**src/rtl/seg_readback_decoder_if.sv**
```systemverilog
// Segment readback bus: a strobed, digit-qualified segment pattern going in,
// and the decoded value, status pulses and error tally coming back out.
// The master drives the segment side; the decoder is the slave.
interface seg_readback_decoder_if #(
  parameter int ERR_W = 8
) ();

  logic [7:0]       seg_in;
  logic             seg_sel;
  logic             seg_stb;
  logic [6:0]       value;
  logic             value_valid;
  logic             err;
  logic [ERR_W-1:0] err_count;

  modport master (
    output seg_in, seg_sel, seg_stb,
    input  value, value_valid, err, err_count
  );

  modport slave (
    input  seg_in, seg_sel, seg_stb,
    output value, value_valid, err, err_count
  );

endinterface

```
**src/rtl/seg_readback_decoder.sv**
```systemverilog
// Two-digit seven-segment readback decoder. It pairs a tens frame with the
// following ones frame, decodes both back to a 0-99 value, and publishes the
// value once STABLE consecutive identical legal pairs have been seen.
// Illegal patterns and a ones frame without a preceding tens frame raise err.
// Optional feature macro: SEG_DP_CHECK_EN (a lit decimal point makes the
// pattern illegal; when undefined the decimal point is masked off).
module seg_readback_decoder #(
  parameter int STABLE = 3,
  parameter int ERR_W  = 8
) (
  input  logic                   hz100,
  input  logic                   reset,
  seg_readback_decoder_if.slave  bus
);

  typedef enum logic {
    WAIT_TENS,
    WAIT_ONES
  } state_t;

  localparam logic [3:0] STABLE_C = 4'(STABLE);

  state_t           state;
  logic [7:0]       tens_pat;
  logic [3:0]       match_cnt;
  logic             cand_valid;
  logic [6:0]       held_cand;
  logic [6:0]       value_q;
  logic             value_valid_q;
  logic             err_q;
  logic [ERR_W-1:0] err_count_q;

  logic [4:0]       tens_dec;
  logic [4:0]       ones_dec;
  logic             pair_legal;
  logic [6:0]       candidate;
  logic             is_pair;
  logic             seq_err;
  logic             err_event;

  // Map a segment pattern to {legal, digit}; anything the encoder cannot emit is illegal.
  function automatic logic [4:0] decode(input logic [7:0] pat);
    logic [7:0] p;
    p = pat;
`ifndef SEG_DP_CHECK_EN
    p[7] = 1'b0;
`endif
    case (p)
      8'h3F:   decode = {1'b1, 4'd0};
      8'h06:   decode = {1'b1, 4'd1};
      8'h5B:   decode = {1'b1, 4'd2};
      8'h4F:   decode = {1'b1, 4'd3};
      8'h66:   decode = {1'b1, 4'd4};
      8'h6D:   decode = {1'b1, 4'd5};
      8'h7D:   decode = {1'b1, 4'd6};
      8'h07:   decode = {1'b1, 4'd7};
      8'h7F:   decode = {1'b1, 4'd8};
      8'h6F:   decode = {1'b1, 4'd9};
      default: decode = 5'd0;
    endcase
  endfunction

  // Decode the latched tens and incoming ones frame, and classify this strobe.
  always_comb begin
    tens_dec   = decode(tens_pat);
    ones_dec   = decode(bus.seg_in);
    pair_legal = tens_dec[4] & ones_dec[4];
    candidate  = ({3'b000, tens_dec[3:0]} * 7'd10) + {3'b000, ones_dec[3:0]};
    is_pair    = bus.seg_stb && (state == WAIT_ONES) && !bus.seg_sel;
    seq_err    = bus.seg_stb && (state == WAIT_TENS) && !bus.seg_sel;
    err_event  = seq_err || (is_pair && !pair_legal);
  end

  // Frame sequencing FSM with stability tracking and registered publish.
  always_ff @(posedge hz100 or posedge reset) begin
    if (reset) begin
      state         <= WAIT_TENS;
      tens_pat      <= 8'h00;
      match_cnt     <= 4'd0;
      cand_valid    <= 1'b0;
      held_cand     <= 7'd0;
      value_q       <= 7'd0;
      value_valid_q <= 1'b0;
    end else begin
      value_valid_q <= 1'b0;
      if (bus.seg_stb) begin
        case (state)
          WAIT_TENS: begin
            if (bus.seg_sel) begin
              tens_pat <= bus.seg_in;
              state    <= WAIT_ONES;
            end
          end
          WAIT_ONES: begin
            if (bus.seg_sel) begin
              tens_pat <= bus.seg_in;
            end else begin
              state <= WAIT_TENS;
              if (!pair_legal) begin
                match_cnt  <= 4'd0;
                cand_valid <= 1'b0;
              end else if (cand_valid && (candidate == held_cand)) begin
                if (match_cnt < STABLE_C) begin
                  match_cnt <= match_cnt + 4'd1;
                  if ((match_cnt + 4'd1) == STABLE_C) begin
                    value_q       <= candidate;
                    value_valid_q <= 1'b1;
                  end
                end
              end else begin
                held_cand  <= candidate;
                cand_valid <= 1'b1;
                match_cnt  <= 4'd1;
                if (STABLE_C == 4'd1) begin
                  value_q       <= candidate;
                  value_valid_q <= 1'b1;
                end
              end
            end
          end
          default: state <= WAIT_TENS;
        endcase
      end
    end
  end

  // Error pulse and its saturating tally move together so the count is current while err is high.
  always_ff @(posedge hz100 or posedge reset) begin
    if (reset) begin
      err_q       <= 1'b0;
      err_count_q <= '0;
    end else begin
      err_q <= err_event;
      if (err_event && (err_count_q != {ERR_W{1'b1}})) begin
        err_count_q <= err_count_q + 1'b1;
      end
    end
  end

  assign bus.value       = value_q;
  assign bus.value_valid = value_valid_q;
  assign bus.err         = err_q;
  assign bus.err_count   = err_count_q;

endmodule

```
**src/flat_wrapper.sv**
```systemverilog
// flat-port wrapper written by rule: the top's interface ports become plain ports
module seg_readback_decoder_flat 
#(
  parameter int STABLE = 3,
  parameter int ERR_W  = 8
)
  (hz100, reset, bus_seg_in, bus_seg_sel, bus_seg_stb, bus_value, bus_value_valid, bus_err, bus_err_count);
  seg_readback_decoder_if #(.ERR_W(ERR_W)) bus_i ();
  input  logic hz100;
  input  logic reset;
  input wire logic [$bits(bus_i.seg_in)-1:0] bus_seg_in;
  input wire logic [$bits(bus_i.seg_sel)-1:0] bus_seg_sel;
  input wire logic [$bits(bus_i.seg_stb)-1:0] bus_seg_stb;
  output wire logic [$bits(bus_i.value)-1:0] bus_value;
  output wire logic [$bits(bus_i.value_valid)-1:0] bus_value_valid;
  output wire logic [$bits(bus_i.err)-1:0] bus_err;
  output wire logic [$bits(bus_i.err_count)-1:0] bus_err_count;
  assign bus_i.seg_in = bus_seg_in;
  assign bus_i.seg_sel = bus_seg_sel;
  assign bus_i.seg_stb = bus_seg_stb;
  assign bus_value = bus_i.value;
  assign bus_value_valid = bus_i.value_valid;
  assign bus_err = bus_i.err;
  assign bus_err_count = bus_i.err_count;
  seg_readback_decoder #(.STABLE(STABLE), .ERR_W(ERR_W)) u_core (.hz100(hz100), .reset(reset), .bus(bus_i));
endmodule
```
**config.mk**
```make
export PLATFORM = sky130hd
export DESIGN_NAME = seg_readback_decoder_flat
export DESIGN_NICKNAME = d
export VERILOG_FILES = /design/src/rtl/seg_readback_decoder_if.sv /design/src/rtl/seg_readback_decoder.sv /design/src/flat_wrapper.sv
export SDC_FILE = /design/constraint.sdc
export NUM_CORES = 1
export LEC_CHECK = 0
export CORE_UTILIZATION = 33
export DETAILED_ROUTE_END_ITERATION = 16
export SKIP_CTS_REPAIR_TIMING = 1
export SYNTH_ARGS = -nofsm -noshare
export SYNTH_HDL_FRONTEND = slang
export SYNTH_SLANG_ARGS = --single-unit
```
**constraint.sdc**
```tcl
create_clock -name hz100 -period 9.27 [get_ports hz100]
set_clock_uncertainty 0.15 [all_clocks]
set_input_delay 1.854 -clock hz100 [delete_from_list [all_inputs] [get_ports hz100]]
set_output_delay 1.854 -clock hz100 [all_outputs]
set_load 0.01 [all_outputs]
```
==> results.sh, run 1 <==
export IMPL_hp_start="u_core.bus.err_count[5]"
export IMPL_start_util_pct=34.0
export IMPL_grt_max_degree=38
export IMPL_ir_worst_vdd_v=0.0000994
export IMPL_vias=1685
export IMPL_r2r_end="u_core.bus.value[5]"
export IMPL_finalHoldViolations=0
export IMPL_syn_nets=244
export IMPL_crit_fanout=8
export IMPL_min_path_cells=1
export IMPL_critPathRequiredTime_ps=9300
export IMPL_status="completed"
export IMPL_die_w_um=85.5
export IMPL_worstPathCellList="clkdlybuf4s50_1, or4b_1, o21ai_0, nand4_1, o21ai_0, ha_1, inv_1, fa_1, xnor2_1, xnor2_1, nand4_1, nor4_2, and4_1, and3_1, mux2_4"
export IMPL_worstMarginPinSlew_ps=533
export IMPL_grt_pass1_wl_um=7940
export IMPL_fillers=680
export IMPL_combPwrFrac_pct=24.7
export IMPL_drt_total_wl_um=4490
export IMPL_syn_avg_cell_area_um2=10.4
export IMPL_setup_viol=0
export IMPL_dr_pass1_iters=4
export IMPL_p_int_w=0.000292
export IMPL_synth_cells=221
export IMPL_holdPathEnd="u_core.bus.err_count[5]"
export IMPL_wl_per_cell_um=13.7
export IMPL_p_leak_nw=1.18
export IMPL_rsz0062_at_grt="false"
export IMPL_crit_arrival_ps=6070
export IMPL_r2r_slack_ps=4520
export IMPL_cap_viol_max_count=0
export IMPL_final_common_cell="dfrtp_1"
export IMPL_grt_use_total_pct=13.7
export IMPL_core_area_mm2=0.00676
export IMPL_viasPerCell=5.12
export IMPL_synth_edf_count=0
export IMPL_cts_clk_slew_worst_paths_ps=80
export IMPL_antenna_cells=0
export IMPL_fin_nets=271
export IMPL_critical_path_buf_inv_count=2
export IMPL_drt_initial_drc_count=32
export IMPL_hold_class="flop to flop"
export IMPL_crit_path_end_kind="flop"
export IMPL_grt_pass1_vias=1660
export IMPL_max_slew_margin_pct=64.0
export IMPL_max_freq_mhz=166
export IMPL_ff2ff_path_depth=15
export IMPL_synthArstFlopShare_pct=100
export IMPL_r2r_start="u_core.tens_pat[2]"
export IMPL_drtAntennaViolNets=0
export IMPL_syn_cell_area_mm2=0.00230
export IMPL_worstSkewPairLatency_ps=300
export IMPL_numCtsBuffers=5
export IMPL_dp_hpwl_um=3310
export IMPL_port_buffers=27
export IMPL_dieArea_mm2=0.00731
export IMPL_switching_share_pct=31.8
export IMPL_cp_top_family="simple AND/OR/NAND/NOR gates"
export IMPL_numClockSinks=37
export IMPL_ys_seq_area_share_pct=40.3
export IMPL_drc_errors=0
export IMPL_cts_tree="built"
export IMPL_yosys_warnings=0
export IMPL_gr_total_overflow=0
export IMPL_fin_ws_ps=3230
export IMPL_area_growth_pct=18.1
export IMPL_cts_root_buf="clkbuf_8"
export IMPL_setup_tns_ps=0
export IMPL_power_frac_seq_pct=48.9
export IMPL_ys_seq_elements=37
export IMPL_cts_max_level=2
export IMPL_powerDensity_mw_per_mm2=158
export IMPL_drv_slew=0
export IMPL_synth_ff_type="dfrtp_1"
export IMPL_cts_buffer_depth=2
export IMPL_ioPinCount=29
export IMPL_drive_gt1_share_pct=14.1
export IMPL_p_switching_w=0.000137
export IMPL_fin_crit_ps=6040
export IMPL_timing_final_crit_share_pct=65.2
export IMPL_final_cell_mix="dfrtp_1, clkdlybuf4s50_1, nand2_1"
export IMPL_rows=30
export IMPL_die_h_um=85.5
export IMPL_yosysUniqueCellTypes=49
export IMPL_crit_type="input pin to flop"
export IMPL_start_kind="input pin"
export IMPL_max_stage_delay_ps=610
export IMPL_gp_routability_congestion=0.741
export IMPL_cp_slowest_cell="or4b_1"
export IMPL_place_ws_ps=2940
export IMPL_grt_antenna_before_repair=0
export IMPL_power_frac_clock_pct=26.3
[synthesized netlist by cell type, drive strengths merged (3+ instances only)]
master / count / area [µm²]
and2: 5 / 31.3
nor2: 8 / 30.0
nor3: 4 / 20.0
or4b: 3 / 33.8
inv: 13 / 48.8
a21boi: 4 / 33.8
xnor2: 10 / 87.6
or2: 3 / 18.8
nand2b: 6 / 37.5
xor2: 4 / 35.0
and3: 9 / 56.3
nand3: 9 / 45.0
clkbuf: 4 / 16.3
dfrtp: 37 / 926
o21ai: 9 / 48.8
nand2: 19 / 73.8
mux2: 19 / 236
nor2b: 3 / 18.8
buf: 4 / 32.5
a31oi: 3 / 18.8
mux2i: 3 / 30.0
ha: 9 / 113
a21oi: 9 / 45.0
nand4: 4 / 25.0
[worst reg2reg max path, delay by kind of cell, from the launching register on]
kind                       cells  cell delay [ps]
AOI/OAI and AO/OA              3              800
xor gates and xnor gates       3              850
adders and majority gates      3              950
buffers and inverters          2              200
DFF                            1              460
muxes                          1              340
and+or+nand+nor                3              870
[how the worst max path moves through the flow]
stage	start	slack (ps)	endpoint	cells after the start
6_report	bus_seg_in[4]	3230	u_core.bus.value[5]	15
5_1_grt	bus_seg_in[4]	2880	u_core.bus.value[3]	15
4_1_cts	bus_seg_in[4]	3230	u_core.bus.value[6]	15
3_5_place_dp	bus_seg_in[4]	2940	u_core.bus.value[6]	15
3_3_place_gp	bus_seg_in[4]	2930	u_core.bus.value[0]	15
2_1_floorplan	bus_seg_in[6]	4060	u_core.bus.value[0]	15
[power by group through the flow]
| stage | registers [W] | clock network (W) | logic [W] |
|---|---|---|---|
| final | 0.000210 | 0.000113 | 0.000106 |
| after detailed placement | 0.000212 | 0 | 0.000107 |
| after floorplan | 0.000207 | 0 | 0.0000656 |
| after global routing | 0.000216 | 0.000122 | 0.000116 |
| after CTS | 0.000210 | 0.000118 | 0.000107 |
| after global placement | 0.000213 | 0 | 0.000104 |
[kinds of logic (layout without fill, tap and decap cells)]
| group | after synthesis | count (layout) | share of synthesized area, % |
|---|---|---|---|
| compound gates | 35 | 35 | 10.7 |
| xor+xnor | 16 | 16 | 7.29 |
| fa+ha+maj | 11 | 11 | 6.64 |
| buf+inv | 21 | 49 | 4.24 |
| flops | 37 | 37 | 40.3 |
| mux | 22 | 22 | 11.6 |
| simple gates | 79 | 79 | 19.3 |
[metrics by stage]
stage / util [%] / instances / power [W] / instance area, µm² / hold WS [ps]
3_5_place_dp: 38.9 / 321 / 0.000318 / 2630 / 332
3_3_place_gp: 38.9 / 321 / 0.000317 / 2630 / 340
2_1_floorplan: - / 221 / 0.000272 / 2300 / 327
6_report: 40.2 / 329 / 0.000429 / 2720 / 356
5_1_grt: 40.2 / 329 / 0.000455 / 2720 / 384
4_1_cts: 40.2 / 329 / 0.000435 / 2720 / 354
[registers in the layout (all words and copies together) (netlist names)]
signal / cells
u_core.bus.err: 1
u_core.held_cand: 7
u_core.bus.value: 7
u_core.tens_pat: 7
u_core.state: 1
u_core.bus.value_valid: 1
u_core.match_cnt: 4
u_core.cand_valid: 1
u_core.bus.err_count: 8
[layer usage]
layer / track usage [%] / wire length [µm] / up-vias
met5: 0 / 0 / -
met4: 5.15 / 74 / 0
met3: 2.63 / 138 / 7
met2: 21.7 / 2130 / 21
met1: 18.6 / 2150 / 824
li1: - / - / 833
[area by class of cell]
cell class	count	area, µm²	share of cell area [%]
clock buffer	5	68.8	2.53
clock inverter	3	17.5	0.645
inverter	13	48.8	1.80
multi-input combinational	163	1280	47.0
sequential	37	926	34.1
tap	80	100	3.69
timing repair buffer	28	278	10.2
No activity file was read; power rests on OpenSTA's default activity.
==> run 2: changes to the inputs <==
clock period = 5.25 ns   (was 9.27 ns; I/O delays follow)
==> results.sh, run 2 (synthesis gave the netlist of run 1 again) <==
export IMPL_status="completed"
export IMPL_antenna_cells=0
export IMPL_cts_buffer_depth=2
export IMPL_timing_final_crit_share_pct=93.1
export IMPL_dp_hpwl_um=3400
export IMPL_combPwrFrac_pct=25.5
export IMPL_cts_clk_slew_worst_paths_ps=70
export IMPL_port_buffers=27
export IMPL_drt_total_wl_um=4550
export IMPL_fin_crit_ps=4890
export IMPL_worstPathCellList="clkdlybuf4s50_1, buf_4, or4b_1, o21ai_0, a41oi_1, fa_1, nor2b_1, o21a_1, xnor3_1, nor4_2, and4_1, and3_1, buf_12, mux2_4"
export IMPL_switching_share_pct=30.9
export IMPL_numClockSinks=37
export IMPL_cp_slowest_cell="fa_1"
export IMPL_dp_cells=332
export IMPL_final_cell_mix="dfrtp_1, clkdlybuf4s50_1, nand2_1"
export IMPL_largest_register_ffs=8
export IMPL_max_slew_margin_pct=60.5
export IMPL_drv_slew=0
export IMPL_finalHoldViolations=0
export IMPL_hp_start="u_core.bus.err_count[5]"
export IMPL_placed_cell_area_mm2=0.00272
export IMPL_min_path_cells=1
export IMPL_setup_tns_ps=0
export IMPL_cts_root_buf="clkbuf_8"
export IMPL_rows=30
export IMPL_critPathRequiredTime_ps=5270
export IMPL_finalNonFillerCells=340
export IMPL_ff2ff_path_depth=17
export IMPL_max_stage_delay_ps=530
export IMPL_grt_pass1_vias=1798
export IMPL_start_util_pct=34.0
export IMPL_holdPathEnd="u_core.bus.err_count[5]"
export IMPL_grt_antenna_before_repair=0
export IMPL_grt_pass1_wl_um=8390
export IMPL_cts_max_level=2
export IMPL_cap_viol_max_count=0
export IMPL_grt_use_total_pct=14.5
export IMPL_viasPerCell=5.00
export IMPL_dieArea_mm2=0.00731
export IMPL_worstMarginPinSlew_ps=585
export IMPL_drc_errors=0
export IMPL_power_frac_clock_pct=25.3
export IMPL_p_leak_nw=1.24
export IMPL_cts_tree="built"
export IMPL_crit_type="input pin to flop"
export IMPL_drive_gt1_share_pct=17.3
export IMPL_dr_pass1_iters=4
export IMPL_gp_routability_congestion=0.804
export IMPL_p_int_w=0.000521
export IMPL_ir_worst_vdd_v=0.000155
export IMPL_max_freq_mhz=205
export IMPL_vias=1700
export IMPL_ioPinCount=29
export IMPL_hold_class="flop to flop"
export IMPL_powerDensity_mw_per_mm2=269
export IMPL_fillers=679
export IMPL_gr_total_overflow=0
export IMPL_start_kind="input pin"
export IMPL_wl_per_cell_um=13.4
export IMPL_core_area_mm2=0.00676
export IMPL_drtAntennaViolNets=0
export IMPL_drt_initial_drc_count=80
export IMPL_whs_ps=350
export IMPL_worstSkewPairLatency_ps=280
export IMPL_power_total_w=0.000755
export IMPL_rsz0062_at_grt="false"
export IMPL_crit_fanout=8
export IMPL_die_w_um=85.5
export IMPL_final_common_cell="dfrtp_1"
export IMPL_power_frac_seq_pct=49.2
export IMPL_area_growth_pct=22.0
export IMPL_crit_path_end_kind="flop"
export IMPL_grt_max_degree=38
export IMPL_setup_viol=0
export IMPL_die_h_um=85.5
export IMPL_p_switching_w=0.000233
export IMPL_crit_arrival_ps=4910
export IMPL_fin_nets=282
export IMPL_final_area_mm2=0.00281
export IMPL_numCtsBuffers=5
export IMPL_r2r_slack_ps=800
export IMPL_r2r_start="u_core.tens_pat[2]"
export IMPL_r2r_end="u_core.bus.value[1]"
==> run 2: cell count changes in the layout (fill, tap and decap cells not counted), sizes merged <==
cell      delta
clkinvlp     -1
clkbuf       +1
buf         +11
==> run 2: worst max path at each step <==
stage	slack [ps]	end	cells past startpoint	from
floorplan	840	u_core.bus.value[0]	15	bus_seg_in[6]
global placement	140	u_core.bus.value[3]	16	bus_seg_in[6]
detailed placement	70	u_core.bus.value[1]	14	bus_seg_in[4]
CTS	360	u_core.bus.value[1]	14	bus_seg_in[4]
global route	110	u_core.bus.value[1]	16	bus_seg_in[6]
finish	360	u_core.bus.value[1]	14	bus_seg_in[4]
==> run 2: worst max-delay path: cells and delay by family <==
family          cells  cell delay (ps)
compound gates      3              560
xor+xnor            1              250
fa+ha+maj           1              530
buf+inv             3              720
mux                 1              300
simple gates        5             1500
==> run 2: layout make-up <==
class	count	area (µm²)	share of cell area (%)
clock inverters	2	10.0	0.357
well taps	80	100	3.57
repair buffers	39	373	13.3
inverters	13	48.8	1.74
clock buffers	6	72.6	2.59
flip-flops and latches	37	926	33.0
multi-input cells	163	1280	45.5
==> run 2: per-layer routing <==
| metal | vias up | part of all wire (%) | wire, µm | global-route usage, % |
|---|---|---|---|---|
| met4 | 0 | 2.3 | 105 | 6.21 |
| met3 | 10 | 3.9 | 176 | 3.31 |
| li1 | 852 | - | - | - |
| met5 | - | 0 | 0 | 0 |
| met2 | 31 | 47 | 2150 | 23.9 |
| met1 | 807 | 47 | 2130 | 18.2 |
==> run 2: through the flow <==
step,util [%],setup WS [ps]
2_1_floorplan,-,840
3_3_place_gp,40.3,142
3_5_place_dp,40.3,67.0
4_1_cts,41.5,356
5_1_grt,41.5,110
6_report,41.5,361
==> run 2: power by group through the flow <==
stage          clock, W  combinational [W]  sequential, W
2_1_floorplan         0           0.000116       0.000365
3_3_place_gp          0           0.000190       0.000375
3_5_place_dp          0           0.000195       0.000374
4_1_cts        0.000200           0.000195       0.000371
5_1_grt        0.000212           0.000213       0.000379
6_report       0.000191           0.000193       0.000371
==> run 3: changes to the inputs <==
CAP_MARGIN = 15   (was unset)
==> results of run 3 <==
Same layout as run 2: the final DEF is identical, and so are final timing and power.
